--- src/rtl/dart_disp_pkg.sv ---
// Shared widths, FSM states, last-player tags and seven-segment codes
// for the dart score display.
package dart_disp_pkg;
  localparam int PT_W       = 9;
  localparam int NUM_DIGITS = 6;
  localparam int BCD_DIGITS = 3;
  localparam int BCD_W      = 4 * BCD_DIGITS;

  typedef enum logic [1:0] {
    ST_IDLE   = 2'd0,
    ST_CONV1  = 2'd1,
    ST_CONV2  = 2'd2,
    ST_COMMIT = 2'd3
  } state_e;

  typedef enum logic [1:0] {
    LAST_NONE = 2'd0,
    LAST_P1   = 2'd1,
    LAST_P2   = 2'd2
  } last_e;

  // Active-low {g,f,e,d,c,b,a}
  localparam logic [6:0] SEG_0     = 7'h40;
  localparam logic [6:0] SEG_1     = 7'h79;
  localparam logic [6:0] SEG_2     = 7'h24;
  localparam logic [6:0] SEG_3     = 7'h30;
  localparam logic [6:0] SEG_4     = 7'h19;
  localparam logic [6:0] SEG_5     = 7'h12;
  localparam logic [6:0] SEG_6     = 7'h02;
  localparam logic [6:0] SEG_7     = 7'h78;
  localparam logic [6:0] SEG_8     = 7'h00;
  localparam logic [6:0] SEG_9     = 7'h10;
  localparam logic [6:0] SEG_BLANK = 7'h7F;

  function automatic logic [6:0] seg_code(input logic [3:0] d);
    case (d)
      4'd0:    seg_code = SEG_0;
      4'd1:    seg_code = SEG_1;
      4'd2:    seg_code = SEG_2;
      4'd3:    seg_code = SEG_3;
      4'd4:    seg_code = SEG_4;
      4'd5:    seg_code = SEG_5;
      4'd6:    seg_code = SEG_6;
      4'd7:    seg_code = SEG_7;
      4'd8:    seg_code = SEG_8;
      4'd9:    seg_code = SEG_9;
      default: seg_code = SEG_BLANK;
    endcase
  endfunction
endpackage

--- src/rtl/bin2bcd_serial.sv ---
// Serial double-dabble: the start cycle performs the first of PT_W add-3/shift
// iterations; done pulses for one cycle after the last, and bcd then holds.
module bin2bcd_serial
  import dart_disp_pkg::*;
(
  input  logic             clk,
  input  logic             reset,
  input  logic             start,
  input  logic [PT_W-1:0]  bin,
  output logic [BCD_W-1:0] bcd,
  output logic             done
);
  logic [BCD_W-1:0] bcd_r, src_bcd_s, adj_s, next_bcd_s;
  logic [PT_W-1:0]  bin_r, src_bin_s, next_bin_s;
  logic [3:0]       cnt_r;
  logic             done_r;

  function automatic logic [3:0] add3(input logic [3:0] d);
    if (d >= 4'd5) begin
      add3 = d + 4'd3;
    end else begin
      add3 = d;
    end
  endfunction

  // One add-3-then-shift step; a start restarts from a cleared accumulator.
  always_comb begin
    src_bcd_s = start ? {BCD_W{1'b0}} : bcd_r;
    src_bin_s = start ? bin : bin_r;
    adj_s     = {BCD_W{1'b0}};
    for (int i = 0; i < BCD_DIGITS; i++) begin
      adj_s[4*i +: 4] = add3(src_bcd_s[4*i +: 4]);
    end
    next_bcd_s = {adj_s[BCD_W-2:0], src_bin_s[PT_W-1]};
    next_bin_s = {src_bin_s[PT_W-2:0], 1'b0};
  end

  // Iteration state and completion pulse.
  always_ff @(posedge clk or negedge reset) begin
    if (!reset) begin
      bcd_r  <= {BCD_W{1'b0}};
      bin_r  <= {PT_W{1'b0}};
      cnt_r  <= 4'd0;
      done_r <= 1'b0;
    end else if (start) begin
      bcd_r  <= next_bcd_s;
      bin_r  <= next_bin_s;
      cnt_r  <= 4'(PT_W - 1);
      done_r <= 1'b0;
    end else if (cnt_r != 4'd0) begin
      bcd_r  <= next_bcd_s;
      bin_r  <= next_bin_s;
      cnt_r  <= cnt_r - 4'd1;
      done_r <= (cnt_r == 4'd1);
    end else begin
      done_r <= 1'b0;
    end
  end

  assign bcd  = bcd_r;
  assign done = done_r;
endmodule

--- src/rtl/dart_score_display.sv ---
// Converts both players' totals to BCD and scans them onto a 6-digit
// active-low seven-segment display, blinking the winner after game over.
module dart_score_display
  import dart_disp_pkg::*;
#(
  parameter int SCAN_DIV  = 1000,
  parameter int BLINK_DIV = 8
) (
  input  logic                  clk,
  input  logic                  reset,
  input  logic                  game_set_i,
  input  logic                  player_1_done_i,
  input  logic                  player_2_done_i,
  input  logic                  player_1_win_i,
  input  logic                  player_2_win_i,
  input  logic [PT_W-1:0]       player_1_pt_i,
  input  logic [PT_W-1:0]       player_2_pt_i,
  output logic [6:0]            seg_o,
  output logic [NUM_DIGITS-1:0] an_o,
  output logic                  dp_o,
  output logic                  busy_o
);
  localparam int DIV_W = $clog2(SCAN_DIV);
  localparam int FR_W  = $clog2(BLINK_DIV + 1);
  localparam logic [DIV_W-1:0] DIV_MAX = DIV_W'(SCAN_DIV - 1);
  localparam logic [FR_W-1:0]  FR_MAX  = FR_W'(BLINK_DIV - 1);

  state_e                state_r;
  last_e                 last_r;
  logic                  busy_r, pending_r, game_set_d_r, blink_r, dp_r;
  logic [PT_W-1:0]       snap2_r;
  logic [BCD_W-1:0]      hold1_r, disp1_r, disp2_r;
  logic [2:0]            idx_r;
  logic [DIV_W-1:0]      div_r;
  logic [FR_W-1:0]       frame_r;
  logic [6:0]            seg_r;
  logic [NUM_DIGITS-1:0] an_r;

  logic                  req_s, gs_fall_s, scan_wrap_s, frame_wrap_s;
  logic                  conv_start_s, conv_done_s, blank_s, blink_s, dp_on_s;
  logic [PT_W-1:0]       conv_bin_s;
  logic [BCD_W-1:0]      conv_bcd_s, sel_bcd_s;
  logic [3:0]            digit_s;

  assign req_s        = player_1_done_i | player_2_done_i | (game_set_i & ~game_set_d_r);
  assign gs_fall_s    = ~game_set_i & game_set_d_r;
  assign scan_wrap_s  = (div_r == DIV_MAX);
  assign frame_wrap_s = scan_wrap_s && (idx_r == 3'd5);
  // Player 1 is fed live at the start edge (it is the snapshot); player 2 from its latch.
  assign conv_start_s = ((state_r == ST_IDLE) && (req_s || pending_r)) ||
                        ((state_r == ST_CONV1) && conv_done_s);
  assign conv_bin_s   = (state_r == ST_IDLE) ? player_1_pt_i : snap2_r;

  bin2bcd_serial u_bcd (
    .clk   (clk),
    .reset (reset),
    .start (conv_start_s),
    .bin   (conv_bin_s),
    .bcd   (conv_bcd_s),
    .done  (conv_done_s)
  );

  // Conversion sequencer: IDLE -> CONV1 -> CONV2 -> COMMIT, coalescing requests into pending.
  always_ff @(posedge clk or negedge reset) begin
    if (!reset) begin
      state_r   <= ST_IDLE;
      busy_r    <= 1'b0;
      pending_r <= 1'b0;
      snap2_r   <= {PT_W{1'b0}};
      hold1_r   <= {BCD_W{1'b0}};
      disp1_r   <= {BCD_W{1'b0}};
      disp2_r   <= {BCD_W{1'b0}};
    end else begin
      if (req_s && (state_r != ST_IDLE)) pending_r <= 1'b1;
      case (state_r)
        ST_IDLE: begin
          if (req_s || pending_r) begin
            snap2_r   <= player_2_pt_i;
            pending_r <= 1'b0;
            busy_r    <= 1'b1;
            state_r   <= ST_CONV1;
          end
        end
        ST_CONV1: begin
          if (conv_done_s) begin
            hold1_r <= conv_bcd_s;
            state_r <= ST_CONV2;
          end
        end
        ST_CONV2: begin
          if (conv_done_s) state_r <= ST_COMMIT;
        end
        ST_COMMIT: begin
          disp1_r <= hold1_r;
          disp2_r <= conv_bcd_s;
          busy_r  <= 1'b0;
          state_r <= ST_IDLE;
        end
        default: begin
          busy_r  <= 1'b0;
          state_r <= ST_IDLE;
        end
      endcase
    end
  end

  // Scan divider, digit index, frame counter and blink phase.
  always_ff @(posedge clk or negedge reset) begin
    if (!reset) begin
      div_r   <= {DIV_W{1'b0}};
      idx_r   <= 3'd0;
      frame_r <= {FR_W{1'b0}};
      blink_r <= 1'b0;
    end else begin
      if (scan_wrap_s) begin
        div_r <= {DIV_W{1'b0}};
        idx_r <= (idx_r == 3'd5) ? 3'd0 : idx_r + 3'd1;
      end else begin
        div_r <= div_r + DIV_W'(1);
      end
      if (gs_fall_s) begin
        frame_r <= {FR_W{1'b0}};
        blink_r <= 1'b0;
      end else if (frame_wrap_s) begin
        if (frame_r == FR_MAX) begin
          frame_r <= {FR_W{1'b0}};
          blink_r <= ~blink_r;
        end else begin
          frame_r <= frame_r + FR_W'(1);
        end
      end
    end
  end

  // Game-set edge history and last player to finish a turn.
  always_ff @(posedge clk or negedge reset) begin
    if (!reset) begin
      game_set_d_r <= 1'b0;
      last_r       <= LAST_NONE;
    end else begin
      game_set_d_r <= game_set_i;
      if (gs_fall_s)            last_r <= LAST_NONE;
      else if (player_2_done_i) last_r <= LAST_P2;
      else if (player_1_done_i) last_r <= LAST_P1;
    end
  end

  // Digit selection with leading-zero blanking and blink masking.
  always_comb begin
    sel_bcd_s = (idx_r >= 3'd3) ? disp2_r : disp1_r;
    digit_s   = 4'd0;
    blank_s   = 1'b1;
    case (idx_r)
      3'd0, 3'd3: begin
        digit_s = sel_bcd_s[3:0];
        blank_s = 1'b0;
      end
      3'd1, 3'd4: begin
        digit_s = sel_bcd_s[7:4];
        blank_s = (sel_bcd_s[11:8] == 4'd0) && (sel_bcd_s[7:4] == 4'd0);
      end
      3'd2, 3'd5: begin
        digit_s = sel_bcd_s[11:8];
        blank_s = (sel_bcd_s[11:8] == 4'd0);
      end
      default: begin
        digit_s = 4'd0;
        blank_s = 1'b1;
      end
    endcase
    blink_s = game_set_i & blink_r & ((idx_r >= 3'd3) ? player_2_win_i : player_1_win_i);
    dp_on_s = ((last_r == LAST_P1) && (idx_r == 3'd0)) ||
              ((last_r == LAST_P2) && (idx_r == 3'd3));
  end

  // Registered display drive.
  always_ff @(posedge clk or negedge reset) begin
    if (!reset) begin
      seg_r <= SEG_BLANK;
      an_r  <= {NUM_DIGITS{1'b1}};
      dp_r  <= 1'b1;
    end else if (blink_s) begin
      seg_r <= SEG_BLANK;
      an_r  <= {NUM_DIGITS{1'b1}};
      dp_r  <= 1'b1;
    end else begin
      seg_r <= blank_s ? SEG_BLANK : seg_code(digit_s);
      an_r  <= ~(NUM_DIGITS'(1) << idx_r);
      dp_r  <= ~dp_on_s;
    end
  end

  assign seg_o  = seg_r;
  assign an_o   = an_r;
  assign dp_o   = dp_r;
  assign busy_o = busy_r;
endmodule

--- config.mk ---
export PLATFORM = sky130hd
export DESIGN_NAME = dart_score_display
export DESIGN_NICKNAME = d
export VERILOG_FILES = /design/src/rtl/dart_disp_pkg.sv /design/src/rtl/bin2bcd_serial.sv /design/src/rtl/dart_score_display.sv
export SDC_FILE = /design/constraint.sdc
export NUM_CORES = 1
export LEC_CHECK = 0
export BUFFER_PORTS_ARGS = -buffer_cell sky130_fd_sc_hd__buf_2
export CAP_MARGIN = 10
export CELL_PAD_IN_SITES_DETAIL_PLACEMENT = 1
export CELL_PAD_IN_SITES_GLOBAL_PLACEMENT = 1
export CORE_AREA = 2 2 89 134
export CTS_BUF_LIST = sky130_fd_sc_hd__clkbuf_4 sky130_fd_sc_hd__clkbuf_8
export DETAILED_ROUTE_END_ITERATION = 10
export DIE_AREA = 0 0 91 136
export PLACE_DENSITY = 0.83
export SYNTH_ARGS = -nofsm -noshare
export SYNTH_HDL_FRONTEND = slang
export SYNTH_SLANG_ARGS = --single-unit
--- constraint.sdc ---
create_clock -name clk -period 3.5 [get_ports clk]
set_input_delay 0 -clock clk [delete_from_list [all_inputs] [get_ports clk]]
set_output_delay 0 -clock clk [all_outputs]
set_load 0.02 [all_outputs]
==> Word-level counts from Yosys, hierarchy flattened <==
Memories as Yosys holds them, arrays and structs flattened.
Index checks and enable logic that the tools add are counted.
{ "word_totals": {"regBits": 110, "elab_cells": 131, "n_memories": 1, "input_bits": 25, "romBits": 112} }
{ "memory_table": {"columns": ["name", "words", "width", "read_ports", "rd_clocked_by_memory_dff", "write_ports", "line", "source"], "rows": [
  ["(no name shown)", 16, 7, 1, 0, 0, "dart_disp_pkg.sv:36", "case (d)"]
]} }
{ "op_classes": {"n_bitwise": 11, "addsub": 7, "n_reduce_logical": 29, "n_mux": 42, "order_cmp": 4, "n_shift": 1, "n_eq_ne": 16} }
{ "ops": {"columns": ["op", "n"], "rows": [
  ["$mux 12", 4],
  ["$mux 9", 4],
  ["$mux 4", 7],
  ["$mux 7", 2],
  ["$ge 4x3->1 const B", 3],
  ["$mux 2", 6],
  ["$pmux 4 s3", 1],
  ["$mux 1", 11],
  ["$add 10x1->10 const B", 1],
  ["$eq 10x10->1 const B", 1],
  ["$mux 10", 1],
  ["$reduce_bool 2->1", 5],
  ["$add 4x2->4 const B", 2],
  ["$logic_not 4->1", 2],
  ["$pmux 2 s4", 1],
  ["$reduce_and 2->1", 4],
  ["$logic_and 1x1->1", 7],
  ["$eq 2x2->1 const B", 3],
  ["$eq 3x2->1 const B", 2],
  ["$eq 3x3->1 const B", 2],
  ["$mux 3", 2],
  ["$mux 6", 1],
  ["$not 6->6", 1],
  ["$reduce_or 2->1", 3],
  ["23 further kinds", 34]
]} }

==> Depth between registers and ports, before layout <==
{ "depth": {"depth_word": 11, "mapped_depth": 15, "ltp_nobuf": 13} }

==> Cells and area by module <==
From an unflattened synthesis, not the netlist that was laid out.
{ "unflattened": {"cells_unflattened": 489, "hier_area_um2": 5449.0} }
{ "modules_own_cells": {"columns": ["mod", "area_each_um2", "n_inst", "seq_area_each_um2", "cells_per_inst"], "rows": [
  ["dart_score_display", 4073.9, 1, 2119.5, 343],
  ["bin2bcd_serial", 1375.1, 1, 625.6, 146]
]} }

==> Worst setup path after synthesis <==
Ideal clock, no wire load.
{ "synth_timing": {"kind": "register to register", "startpoint": "register idx_r[1]", "endpoint": "register seg_r[0], in the netlist seg_o[0]", "arrival_ns": 2.633, "slack_ns": 0.772, "period_less_slack_ns": 2.728, "path_stages_with_launch": 14, "setup_ns": 0.095, "path_cell_list": "dfrtp_1 > buf_2 > and2_1 > ha_1 > buf_6 > buf_2 > mux2_2 > a22oi_1 > o211a_1 > inv_1 > ha_1 > or2_1 > a21oi_2 > o21ai_1"} }
{ "synth_via": {"elab_chain_len": 7} }
{ "synth_lines": {"columns": ["item", "line", "source"], "rows": [
  ["from (decl)", "dart_score_display.sv:33", "logic [2:0] idx_r;"],
  ["from (signal assigned)", "dart_score_display.sv:117", "idx_r <= (idx_r == 3'd5) ? 3'd0 : idx_r + 3'd1;"],
  ["parallel branches: the longest is 6 deep, another holds $mem_v2 16x7", null, null],
  ["$mux 7 (*)", "dart_score_display.sv:182", "end else if (blink_s) begin"],
  ["to (signal assigned)", "dart_score_display.sv:187", "seg_r <= blank_s ? SEG_BLANK : seg_code(digit_s);"],
  ["to (decl)", "dart_score_display.sv:36", "logic [6:0] seg_r;"]
]} }
Mark *: on every way between the ends.
A chain may end at the register's enable or synchronous reset.

==> Worst setup path after layout <==
{ "layout_timing": {"startpoint": "register idx_r[0]", "endpoint": "register seg_r[0], in the netlist seg_o[0]"} }
The elaborated chain is that of the path after synthesis.

==> metrics.cfg <==
[die]
ioPinCount = 40
start_util_pct = 48.37
core_area_um2 = 11290
rows = 48
die-area_um2 = 12380
die_h_um = 136
die_w_um = 91

[global_route]
track_usage_pct = 22.80
grt_start_max_net_pins = 66
antenna_found_initial = 0
grt_first_pass_wirelength_mm = 21.99
overflow = 0
grt_pass1_vias = 4366

[synthesis]
yosys_warnings = 0
synth_simple_gate_area_share_pct = 15.53
synth-adder-area-share_pct = 4.811
synth_top_family_by_area = simple AND/OR/NAND/NOR gates
synth_mux_area_share_pct = 12.35
syn-instance-count = 506
synth_area_leader_cell = dfrtp_1
syn_avg_cell_area_um2 = 10.79
synth_seq_cells = 109
synth_area_leaders = dfrtp_1, mux2_2, dfstp_2
seq_area_frac_synth_pct = 50.26
synth_edf_count = 0
synth_fp_nets = 552
synth_cell_types = 59
synth_xor_area_share_pct = 3.047
synth_top_area_share_pct = 43.53
synth_commonest_cells = dfrtp_1, nand2_1, mux2_2
synth_flop_cell = dfrtp_1
yosysMostFrequentCell = dfrtp_1
async_reset_ff_share_pct = 100.0
synthesis.area_um2 = 5461
synth_compound_area_share_pct = 10.63

[clock_tree]
clk_latency_ns = 0.39
cts_made_buffers = 9
cts_setup_buffers = 0
cts_resized = 0
clock_sinks = 109
cts.clk_slew.worst_paths_ns = 0.10
clk_path_buf_depth = 2
cts_tree = yes
cts-root-buf = clkbuf_8
htreeDepth = 3

[critical_path]
slowest_stage = a211oi_2
worstSetupStartpoint = idx_r[0]
timing.critical_path.buf_inv = 1
rr_startpoint = idx_r[0]
arrival_ns = 3.33
r2r.worst_path.cells = 10
critPathCaptureType = flop
worstPathRequired_ns = 3.80
slowest_delay_ns = 0.56
startpoint_type = flop
critPathKind = reg -> reg
cpLargestDelayFamily = compound AO/OA/AOI/OAI gates
path_depth = 10
worstPathCellList = and2_1 > ha_1 > a211oi_2 > mux2i_1 > o211a_1 > inv_1 > ha_1 > or2_1 > a21oi_2 > o21ai_1
crit_path_frequent_cell = ha_1
critPathMaxFanout = 19

[drt]
route.detailed.drc = 0
drt_iter0_drc = 138
firstDrtPassIters = 4
wirelength_mm = 13.10
via_count = 4005
ant_nets = 0
routedWlPerCell_um = 18.16
routed_via_density = 5.555

[power_and_ir_drop]
irDropWorstVdd_mv = 0.4730
leakagePower_nw = 2.851
p_per_area_nw_per_um2 = 706.1

[placement]
hpwlAfterDp_mm = 9.082
dp_slack_ns = 0.5418
portBuffers = 39
routabilityCongestion = 0.8292
dp.cells = 682

[timing]
fin_ws_ns = 0.4640
tightest_slew_ns = 1.136
fmax_mhz = 329.4
max_slew_margin_pct = 24.30
worst_hold_slack_ns = 0.08325
setup_viol = 0
finClkSkew_ns = 0.01378
maxSlewViolCount = 0
tns_ns = 0
fin_crit_ns = 3.036
finalHoldViolCount = 0
fin_crit_sh_pct = 86.74
rsz0062_at_grt = false

[cells_and_area]
area_delta_synth_final_pct = 13.93
fin_cells = 721
diodes = 0
drive_above_1_share_pct = 25.74
final_core_util_pct = 55.11
final_net_count = 612

[job]
drv_cap = 0

[hold_path]
min_path_cells = 4
hold_path.class = in -> reg
min-delay-start = player_2_win_i

[status]
status = complete, no violations

cell usage in the layout (no fill, tap or decap), drive strengths merged, types with 6 or more instances in the layout:
cell type	Yosys	final
dfrtp	95	95
nand2	56	56
mux2	53	53
buf	15	51
nor2	40	40
a21oi	27	27
dlygate4sd3	0	23
o21ai	23	23
ha	21	21
nand3	17	17
inv	14	14
dfstp	14	14
nor2b	12	12
a211oi	12	12
clkbuf	10	11
nor3	11	11
xnor2	10	10
xor2	9	9
a31oi	9	9
mux2i	7	7
and2	6	6
final cells by class:
cell class / count / area (um2)
Clock inverter: 5 / 35.03
Inverter: 14 / 52.55
Timing Repair Buffer: 74 / 518.0
Sequential cell: 109 / 2745
Clock buffer: 11 / 151.4
Fill cell: 1272 / 5069
Multi-Input combinational cell: 358 / 2532
Tap cell: 150 / 187.7
per-stage QoR:
stage / power, mW / cell area (um2)
after floorplan: 3.158 / 5461
after global placement: 3.494 / 5806
after detailed placement: 3.630 / 5806
after CTS: 4.407 / 6222
after global routing: 4.699 / 6222
final: 4.393 / 6222
power breakdown:
part,internal [mW],switching [mW],total (mW)
Sequential,1.64,0.295,1.94
Combinational,0.777,0.942,1.72
Clock,0.298,0.439,0.737
Total,2.72,1.68,4.39
what timing repair did:
item	4_1_cts	5_1_grt
endpoints found under the setup margin	0	0
hold endpoints to repair	78	0
hold buffers	23	0
path summary, 6_finish.rpt:
kind                           endpoint  slack, ns
max reg2reg                    seg_o[0]       0.46
min                             an_o[2]       0.08
max                            seg_o[0]       0.46
max in group asynchronous  u_bcd.bcd[8]       2.37
min reg2reg                    div_r[0]       0.48
min in group asynchronous      div_r[8]       0.23
cell families after synthesis:
group,count (synthesis)
and+or+nand+nor,170
DFF,109
AOI/OAI and AO/OA,88
muxes,60
buffers and inverters,39
adders and majority gates,21
xor gates and xnor gates,19
per-layer routing:
metal	track usage, %	share of wire, %
met5	0	0
met4	9.428	3.1
met3	4.656	2.2
met2	43.99	57
met1	23.76	37
flip-flops by register name, indices dropped and copies added (netlist names), 2 cells and up:
signal       cells
an_o             6
disp1_r         12
disp2_r         12
div_r           10
frame_r          4
hold1_r         12
idx_r            3
last_r           2
seg_o            7
snap2_r          9
state_r          2
u_bcd.bcd       12
u_bcd.bin_r      8
u_bcd.cnt_r      4
tightest hold or removal path: stages:
cell,delay [ns]
buf_2,0.09
mux2_4,0.15
nand3_4,0.11
nand2_1,0.09
Note: power is estimated with default switching activity, not from simulation.
